==> config.mk <==
export PLATFORM = sky130hd
export DESIGN_NAME = ocl_reg_bridge
export DESIGN_NICKNAME = d
export VERILOG_FILES = /design/src/rtl/ocl_reg_bridge.sv
export SDC_FILE = /design/constraint.sdc
export NUM_CORES = 1
export LEC_CHECK = 0
export ABC_AREA = 1
export CAP_MARGIN = 20
export CORE_AREA = 10 10 294 296
export CTS_CLUSTER_DIAMETER = 40
export CTS_CLUSTER_SIZE = 40
export DETAILED_ROUTE_END_ITERATION = 6
export DIE_AREA = 0 0 304 306
export PLACE_DENSITY_LB_ADDON = 0.25
export SKIP_CTS_REPAIR_TIMING = 1
export SLEW_MARGIN = 20
export SYNTH_ARGS = -nofsm -noshare
export SYNTH_HDL_FRONTEND = slang
export SYNTH_SLANG_ARGS = --single-unit
==> constraint.sdc <==
create_clock -name clk -period 23.8 [get_ports clk]
set_clock_uncertainty 0.15 [all_clocks]
set_input_delay 2.38 -clock clk [delete_from_list [all_inputs] [get_ports clk]]
set_output_delay 2.38 -clock clk [all_outputs]
set_load 0.02 [all_outputs]
==> src/rtl/ocl_reg_bridge.sv <==
// AXI-Lite (OCL) slave that bridges host register accesses onto N_TARGETS
// reg-bus endpoints. Independent read/write engines, DECERR for unmapped
// targets, read timeout with SLVERR, broadcast writes and local status regs.
module ocl_reg_bridge #(
  parameter int          N_TARGETS = 16,
  parameter int          DATA_W    = 32,
  parameter int          TIMEOUT   = 1023,
  parameter logic [7:0]  BCAST_ID  = 8'hFF,
  parameter logic [31:0] TILE_ID   = 32'd0
) (
  input  logic                          clk,
  input  logic                          rst,
  input  logic                          awvalid,
  output logic                          awready,
  input  logic [15:0]                   awaddr,
  input  logic                          wvalid,
  output logic                          wready,
  input  logic [DATA_W-1:0]             wdata,
  output logic                          bvalid,
  input  logic                          bready,
  output logic [1:0]                    bresp,
  input  logic                          arvalid,
  output logic                          arready,
  input  logic [15:0]                   araddr,
  output logic                          rvalid,
  input  logic                          rready,
  output logic [DATA_W-1:0]             rdata,
  output logic [1:0]                    rresp,
  output logic [N_TARGETS-1:0]          reg_wvalid,
  output logic [7:0]                    reg_waddr,
  output logic [DATA_W-1:0]             reg_wdata,
  output logic [N_TARGETS-1:0]          reg_arvalid,
  output logic [7:0]                    reg_araddr,
  input  logic [N_TARGETS-1:0]          reg_rvalid,
  input  logic [N_TARGETS*DATA_W-1:0]   reg_rdata,
  output logic [63:0]                   cur_cycle
);

  localparam int                   IDX_W     = $clog2(N_TARGETS);
  localparam int                   TW        = $clog2(TIMEOUT + 1);
  localparam logic [TW-1:0]        TIMEOUT_T = TW'(TIMEOUT);
  localparam logic [8:0]           N_T9      = 9'(N_TARGETS);
  localparam logic [N_TARGETS-1:0] TGT_ONE   = {{(N_TARGETS-1){1'b0}}, 1'b1};
  localparam logic [1:0]           RESP_OKAY = 2'b00;
  localparam logic [1:0]           RESP_SLV  = 2'b10;
  localparam logic [1:0]           RESP_DEC  = 2'b11;

  typedef enum logic [1:0] {W_IDLE, W_ISSUE, W_RESP} w_state_t;
  typedef enum logic [1:0] {R_IDLE, R_ISSUE, R_WAIT, R_RESP} r_state_t;

  // Saturating add used by the error counters (both engines may bump decerr at once).
  function automatic logic [31:0] sat_add(input logic [31:0] v, input logic [1:0] n);
    logic [32:0] s;
    s = {1'b0, v} + 33'(n);
    return s[32] ? 32'hFFFF_FFFF : s[31:0];
  endfunction

  // ---------------- local state ----------------
  logic                 r_live;
  logic [63:0]          r_cur_cycle;
  logic [N_TARGETS-1:0] r_bcast_mask;
  logic [31:0]          r_timeout_cnt;
  logic [31:0]          r_decerr_cnt;

  // ---------------- write engine ----------------
  w_state_t             r_w_state, w_w_state_nxt;
  logic                 r_aw_got, r_w_got;
  logic [15:0]          r_waddr;
  logic [DATA_W-1:0]    r_wdata;
  logic [1:0]           r_bresp;
  logic                 w_aw_fire, w_w_fire;
  logic [7:0]           w_wid, w_woff;
  logic                 w_w_unicast, w_w_bcast, w_w_local, w_w_decerr;
  logic                 w_w_local_wr, w_w_decerr_ev;

  assign awready   = r_live && (r_w_state == W_IDLE) && !r_aw_got;
  assign wready    = r_live && (r_w_state == W_IDLE) && !r_w_got;
  assign w_aw_fire = awvalid && awready;
  assign w_w_fire  = wvalid && wready;
  assign bvalid    = (r_w_state == W_RESP);
  assign bresp     = r_bresp;
  assign reg_waddr = r_waddr[7:0];
  assign reg_wdata = r_wdata;

  assign w_wid       = r_waddr[15:8];
  assign w_woff      = r_waddr[7:0];
  assign w_w_unicast = (w_wid != 8'd0) && ({1'b0, w_wid} < N_T9);
  assign w_w_bcast   = !w_w_unicast && (w_wid == BCAST_ID);
  assign w_w_local   = (w_wid == 8'd0);
  assign w_w_decerr  = !w_w_unicast && !w_w_bcast && !w_w_local;
  assign w_w_local_wr  = (r_w_state == W_ISSUE) && w_w_local;
  assign w_w_decerr_ev = (r_w_state == W_ISSUE) && w_w_decerr;

  // Write FSM next state and reg-bus write strobes.
  always_comb begin
    // NOTE: every output of this block gets a default first so no latch is inferred.
    w_w_state_nxt = r_w_state;
    reg_wvalid    = '0;
    unique case (r_w_state)
      W_IDLE:  if ((r_aw_got || w_aw_fire) && (r_w_got || w_w_fire)) w_w_state_nxt = W_ISSUE;
      W_ISSUE: begin
        if (w_w_unicast)    reg_wvalid = TGT_ONE << w_wid;
        else if (w_w_bcast) reg_wvalid = r_bcast_mask & ~TGT_ONE;
        w_w_state_nxt = W_RESP;
      end
      W_RESP:  if (bready) w_w_state_nxt = W_IDLE;
      default: w_w_state_nxt = W_IDLE;
    endcase
  end

  // Write FSM state, AW/W capture and response code.
  always_ff @(posedge clk or posedge rst) begin
    // NOTE: only control state needs a reset value; captured address/data are reset
    // too here because they are few flops and keep reg_waddr/reg_wdata deterministic.
    if (rst) begin
      r_w_state <= W_IDLE;
      r_aw_got  <= 1'b0;
      r_w_got   <= 1'b0;
      r_waddr   <= '0;
      r_wdata   <= '0;
      r_bresp   <= RESP_OKAY;
    end else begin
      // NOTE: sequential state uses non-blocking assignments so all flops update together.
      r_w_state <= w_w_state_nxt;
      if (w_aw_fire) begin
        r_aw_got <= 1'b1;
        r_waddr  <= awaddr;
      end
      if (w_w_fire) begin
        r_w_got <= 1'b1;
        r_wdata <= wdata;
      end
      if (r_w_state == W_ISSUE) begin
        r_aw_got <= 1'b0;
        r_w_got  <= 1'b0;
        r_bresp  <= w_w_decerr ? RESP_DEC : RESP_OKAY;
      end
    end
  end

  // ---------------- read engine ----------------
  r_state_t             r_r_state, w_r_state_nxt;
  logic [15:0]          r_raddr;
  logic [TW-1:0]        r_timer;
  logic [DATA_W-1:0]    r_rdata;
  logic [1:0]           r_rresp;
  logic                 w_ar_fire;
  logic [7:0]           w_rid, w_roff;
  logic [IDX_W-1:0]     w_rid_idx;
  logic                 w_r_local, w_r_decerr, w_r_remote;
  logic                 w_rsel_valid;
  logic [DATA_W-1:0]    w_rsel_data;
  logic [DATA_W-1:0]    w_local_rdata;
  logic                 w_r_decerr_ev, w_timeout_ev;

  assign arready      = r_live && (r_r_state == R_IDLE);
  assign w_ar_fire    = arvalid && arready;
  assign rvalid       = (r_r_state == R_RESP);
  assign rdata        = r_rdata;
  assign rresp        = r_rresp;
  assign reg_araddr   = r_raddr[7:0];

  assign w_rid        = r_raddr[15:8];
  assign w_roff       = r_raddr[7:0];
  assign w_rid_idx    = w_rid[IDX_W-1:0];
  assign w_r_local    = (w_rid == 8'd0);
  assign w_r_decerr   = ({1'b0, w_rid} >= N_T9);
  assign w_r_remote   = !w_r_local && !w_r_decerr;
  assign w_rsel_valid = reg_rvalid[w_rid_idx];
  assign w_rsel_data  = reg_rdata[w_rid_idx*DATA_W +: DATA_W];
  assign w_r_decerr_ev = (r_r_state == R_ISSUE) && w_r_decerr;
  assign w_timeout_ev  = (r_r_state == R_WAIT) && !w_rsel_valid && (r_timer == TIMEOUT_T);

  // Local register read mux.
  always_comb begin
    w_local_rdata = '0;
    unique case (w_roff)
      8'h00:   w_local_rdata = DATA_W'(r_cur_cycle[31:0]);
      8'h01:   w_local_rdata = DATA_W'(r_cur_cycle[63:32]);
      8'h02:   w_local_rdata = DATA_W'(r_timeout_cnt);
      8'h03:   w_local_rdata = DATA_W'(r_decerr_cnt);
      8'h04:   w_local_rdata = DATA_W'(TILE_ID);
      8'h05:   w_local_rdata = DATA_W'(r_bcast_mask);
      default: w_local_rdata = '0;
    endcase
  end

  // Read FSM next state and one-hot reg-bus read request.
  always_comb begin
    w_r_state_nxt = r_r_state;
    reg_arvalid   = '0;
    unique case (r_r_state)
      R_IDLE:  if (w_ar_fire) w_r_state_nxt = R_ISSUE;
      R_ISSUE: begin
        if (w_r_remote) begin
          reg_arvalid   = TGT_ONE << w_rid_idx;
          w_r_state_nxt = R_WAIT;
        end else begin
          w_r_state_nxt = R_RESP;
        end
      end
      R_WAIT:  if (w_rsel_valid || (r_timer == TIMEOUT_T)) w_r_state_nxt = R_RESP;
      R_RESP:  if (rready) w_r_state_nxt = R_IDLE;
      default: w_r_state_nxt = R_IDLE;
    endcase
  end

  // Read FSM state, timer and response capture (data beats timeout on the last cycle).
  always_ff @(posedge clk or posedge rst) begin
    if (rst) begin
      r_r_state <= R_IDLE;
      r_raddr   <= '0;
      r_timer   <= '0;
      r_rdata   <= '0;
      r_rresp   <= RESP_OKAY;
    end else begin
      r_r_state <= w_r_state_nxt;
      if (w_ar_fire) r_raddr <= araddr;
      unique case (r_r_state)
        R_ISSUE: begin
          r_timer <= '0;
          if (w_r_local) begin
            r_rdata <= w_local_rdata;
            r_rresp <= RESP_OKAY;
          end else if (w_r_decerr) begin
            r_rdata <= '0;
            r_rresp <= RESP_DEC;
          end
        end
        R_WAIT: begin
          if (w_rsel_valid) begin
            r_rdata <= w_rsel_data;
            r_rresp <= RESP_OKAY;
          end else if (r_timer == TIMEOUT_T) begin
            r_rdata <= DATA_W'(32'hDEAD_BEEF);
            r_rresp <= RESP_SLV;
          end else begin
            r_timer <= r_timer + TW'(1);
          end
        end
        default: ;
      endcase
    end
  end

  // Cycle counter, broadcast mask and saturating error counters.
  always_ff @(posedge clk or posedge rst) begin
    if (rst) begin
      r_live        <= 1'b0;
      r_cur_cycle   <= '0;
      r_bcast_mask  <= ~TGT_ONE;
      r_timeout_cnt <= '0;
      r_decerr_cnt  <= '0;
    end else begin
      r_live      <= 1'b1;
      r_cur_cycle <= r_cur_cycle + 64'd1;
      if (w_w_local_wr && (w_woff == 8'h05)) r_bcast_mask <= r_wdata[N_TARGETS-1:0];
      if (w_w_local_wr && (w_woff == 8'h06)) begin
        r_timeout_cnt <= '0;
        r_decerr_cnt  <= '0;
      end else begin
        r_timeout_cnt <= sat_add(r_timeout_cnt, {1'b0, w_timeout_ev});
        r_decerr_cnt  <= sat_add(r_decerr_cnt, 2'(w_w_decerr_ev) + 2'(w_r_decerr_ev));
      end
    end
  end

  assign cur_cycle = r_cur_cycle;

endmodule
==> impl_results.md <==
* Status: finished, final reports clean
* Global route total overflow at 0
* Initial DRC Count at roughly 2400
* Startpoint Class: register
* TritonCTS Buffers at 46
* Most frequent cell after synthesis: nand2_1
* Synth Instances at 3527
* Routed wire length at 132 mm
* Post-DP HPWL at approximately 110 mm
* Synth Flop Type: dfrtp_1
* Area growth syn-to-layout at 48.7%
* Vias per cell at around 4.8
* Slew headroom at about a third
* RePlAce Congestion at approximately 0.97
* Largest net degree at the start of global routing at 110
* Static leakage at between 10 and 15 nW
* # IOs at just under 800
* Worst-Margin Slew at a little over 1 ns
* Critical Path AT at between 3 and 4 ns
* Tot GR Track Use at between 20 and 30%
* Synth top cells by count: nand2_1 (1847), nand3_1 (353), dfrtp_1 (245)
* Fin worst setup slack at around 18 ns
* DRC at 0
* Post-route ant nets at 0
* Synth top area cells: nand2_1 (33%), dfrtp_1 (30%), nand3_1 (8.5%)
* Max clock buf depth at 3
* Number of global-route vias before repair at ~25000
* Final setup vio count at 0
* Port Buf Inserts at about 780
* Clk_lat worst skew at between 0.5 and 0.6 ns
* Synthesized cell area at 20800 µm²
* Setup TNS at 0 ns
* Final min period at just over 6 ns
* Hold Fails Final Rpt at 0
* Full die area at slightly above 90000 µm²
* DR pass1 iterations at 6
* Area leader, netlist: nand2_1
* WL per Instance at ~25 µm
* Clk slew on worst S/H paths at 0.06 ns
* VDD IR-drop max at roughly 0.000076 V
* Number of max-cap violations at 0
* Die width at 304 µm
* CP cell instances: buf_4 > nand2_1 > inv_2 > nand2_1 > nor2_1 > clkdlybuf4s50_1
* Pwr Density at ~100 nW/µm²
* WS Path Type: reg -> out
* Synth warn at 0
* Initial antenna violation count at between 40 and 50
* Depth of the CTS H-tree at 2
* Crit-path slowest cell: clkdlybuf4s50_1
* FILL cells at 8932
* CP max stage delay at about 0.74 ns
* Initial Util at about a quarter
* Unique masters post-synth at 42
* Final Net Count at approximately 4800
* Fmax at 161 MHz
* Fin util at about 38%
* RSZ-0062 raised after global routing: no
* Rows at approximately 100
* # clock sinks at 260
* Root Buffer: clkbuf_16
* Register area at between 6000 and 7000 µm²
* Worst EP required at approximately 21 ns
* Yosys reg bits at 260
* Most used cell, CP: nand2_1
* Async SR Flop Fraction at 100%
* First-pass GRT wire length at approximately 190 mm
* Dpl ws at 16.74 ns
* Fin. max-slew vios at 0
* Hold Path Class: reg -> reg
* Post-synth EDFFs at 0
* Synth top area share at around a third
* Area taken by multi-input logic gates at about 12000 µm²
* Crit. End Element: output pin
* Via count at ~26000
* Syn Area/Cell at between 5 and 6 µm²
* Die Ht at around 310 µm
* Core Box Area at between 80000 and 90000 µm²
* CTS tree: yes
* Post-synthesis sequential area ratio at 31.4%
* Share of cells above drive strength 1 at between 4 and 5%
* Tcrit/Tclk final at a little over a quarter
* Max FO, Critical Path at between 60 and 70
==> power by group <==
group / internal [mW] / switching, mW / leakage [nW]
sequential: 0.533 / 0.0992 / 3.40
combinational: 0.530 / 1.19 / 10.4
clock: 0.416 / 0.264 / 0.758
total: 1.48 / 1.56 / 14.6
==> through the flow <==
step,area (µm²),hold slack (ns),power (mW),std cells
after detailed placement,29200,0.314,2.38,5204
after global placement,29200,0.314,2.38,5204
after global routing,30900,0.338,3.26,5308
final,30900,0.317,3.04,5315
after floorplan,20800,0.292,1.64,3528
after CTS,30800,0.326,3.07,5288
==> layer usage <==
layer / GRT usage [%] / share of wire [%]
met1: 32.7 / 40
met4: 9.29 / 3.1
met5: 0 / 0.0068
met2: 48.2 / 50
met3: 4.35 / 6.0
==> layout by cell type (no fill, tap or decap), types with 5 or more instances in the layout <==
cell type,count
a21oi_1,40
clkdlybuf4s50_1,781
nand3b_1,9
inv_8,9
clkbuf_16,47
ha_1,9
or2_2,13
nor4_1,10
inv_1,203
xnor2_1,29
nand4_1,76
nor3_1,76
nor2_1,186
diode_2,25
xor2_1,63
inv_2,13
nand3_1,353
nand2_2,6
inv_6,5
buf_4,29
dfrtp_1,241
nand2_1,1847
o21ai_0,65
o21ai_1,23
nor3_2,5
nor2_2,10
clkbuf_1,6
dfstp_2,15
==> cell type report <==
type                       count  share of cell area [%]
multi-input combinational   2853                    40.4
timing repair buffer         812                    26.2
sequential                   260                    21.2
tap                         1060                    4.30
clock buffer                  57                    4.06
inverter                     221                    2.74
clock inverter                27                    1.00
antenna                       25                   0.203
==> flip-flops by register name, indices dropped and copies added, names as in the netlist <==
| name | flops |
|---|---|
| cur_cycle | 64 |
| r_w_state | 2 |
| r_w_got | 1 |
| rdata | 32 |
| r_aw_got | 1 |
| r_waddr | 16 |
| bresp | 1 |
| r_raddr | 16 |
| r_r_state | 2 |
| r_timeout_cnt | 32 |
| reg_wdata | 32 |
| r_timer | 10 |
| r_live | 1 |
| r_decerr_cnt | 32 |
| r_bcast_mask | 16 |
| rresp | 2 |
==> cells by family after synthesis <==
logic type      count (synthesis)  synth area share, %
simple gates                 2609                 51.8
xor+xnor                       92                 3.88
compound gates                138                 3.44
buf+inv                       415                 8.68
flops                         260                 31.4
other cells                     2               0.0362
fa+ha+maj                      11                0.699
==> worst paths after layout <==
check,cells past startpoint,slack [ns],to,from
max in group asynchronous,4,19.22,cur_cycle[28],rst
worst min-delay path,1,0.32,r_w_state[0],r_w_state[0]
worst max-delay path,6,17.59,reg_arvalid[11],r_raddr[8]
min in group asynchronous,2,2.16,r_raddr[11],rst
worst max register to register,17,18.75,r_timeout_cnt[14],r_raddr[9]
worst min register to register,1,0.32,r_w_state[0],r_w_state[0]
==> critical path, delay by kind of cell, from the launching register on <==
family                 cells  cell delay (ns)
and+or+nand+nor            3             0.52
buffers and inverters      3             1.95
DFF                        1             0.61
Note: power is estimated with default switching activity, not from simulation.
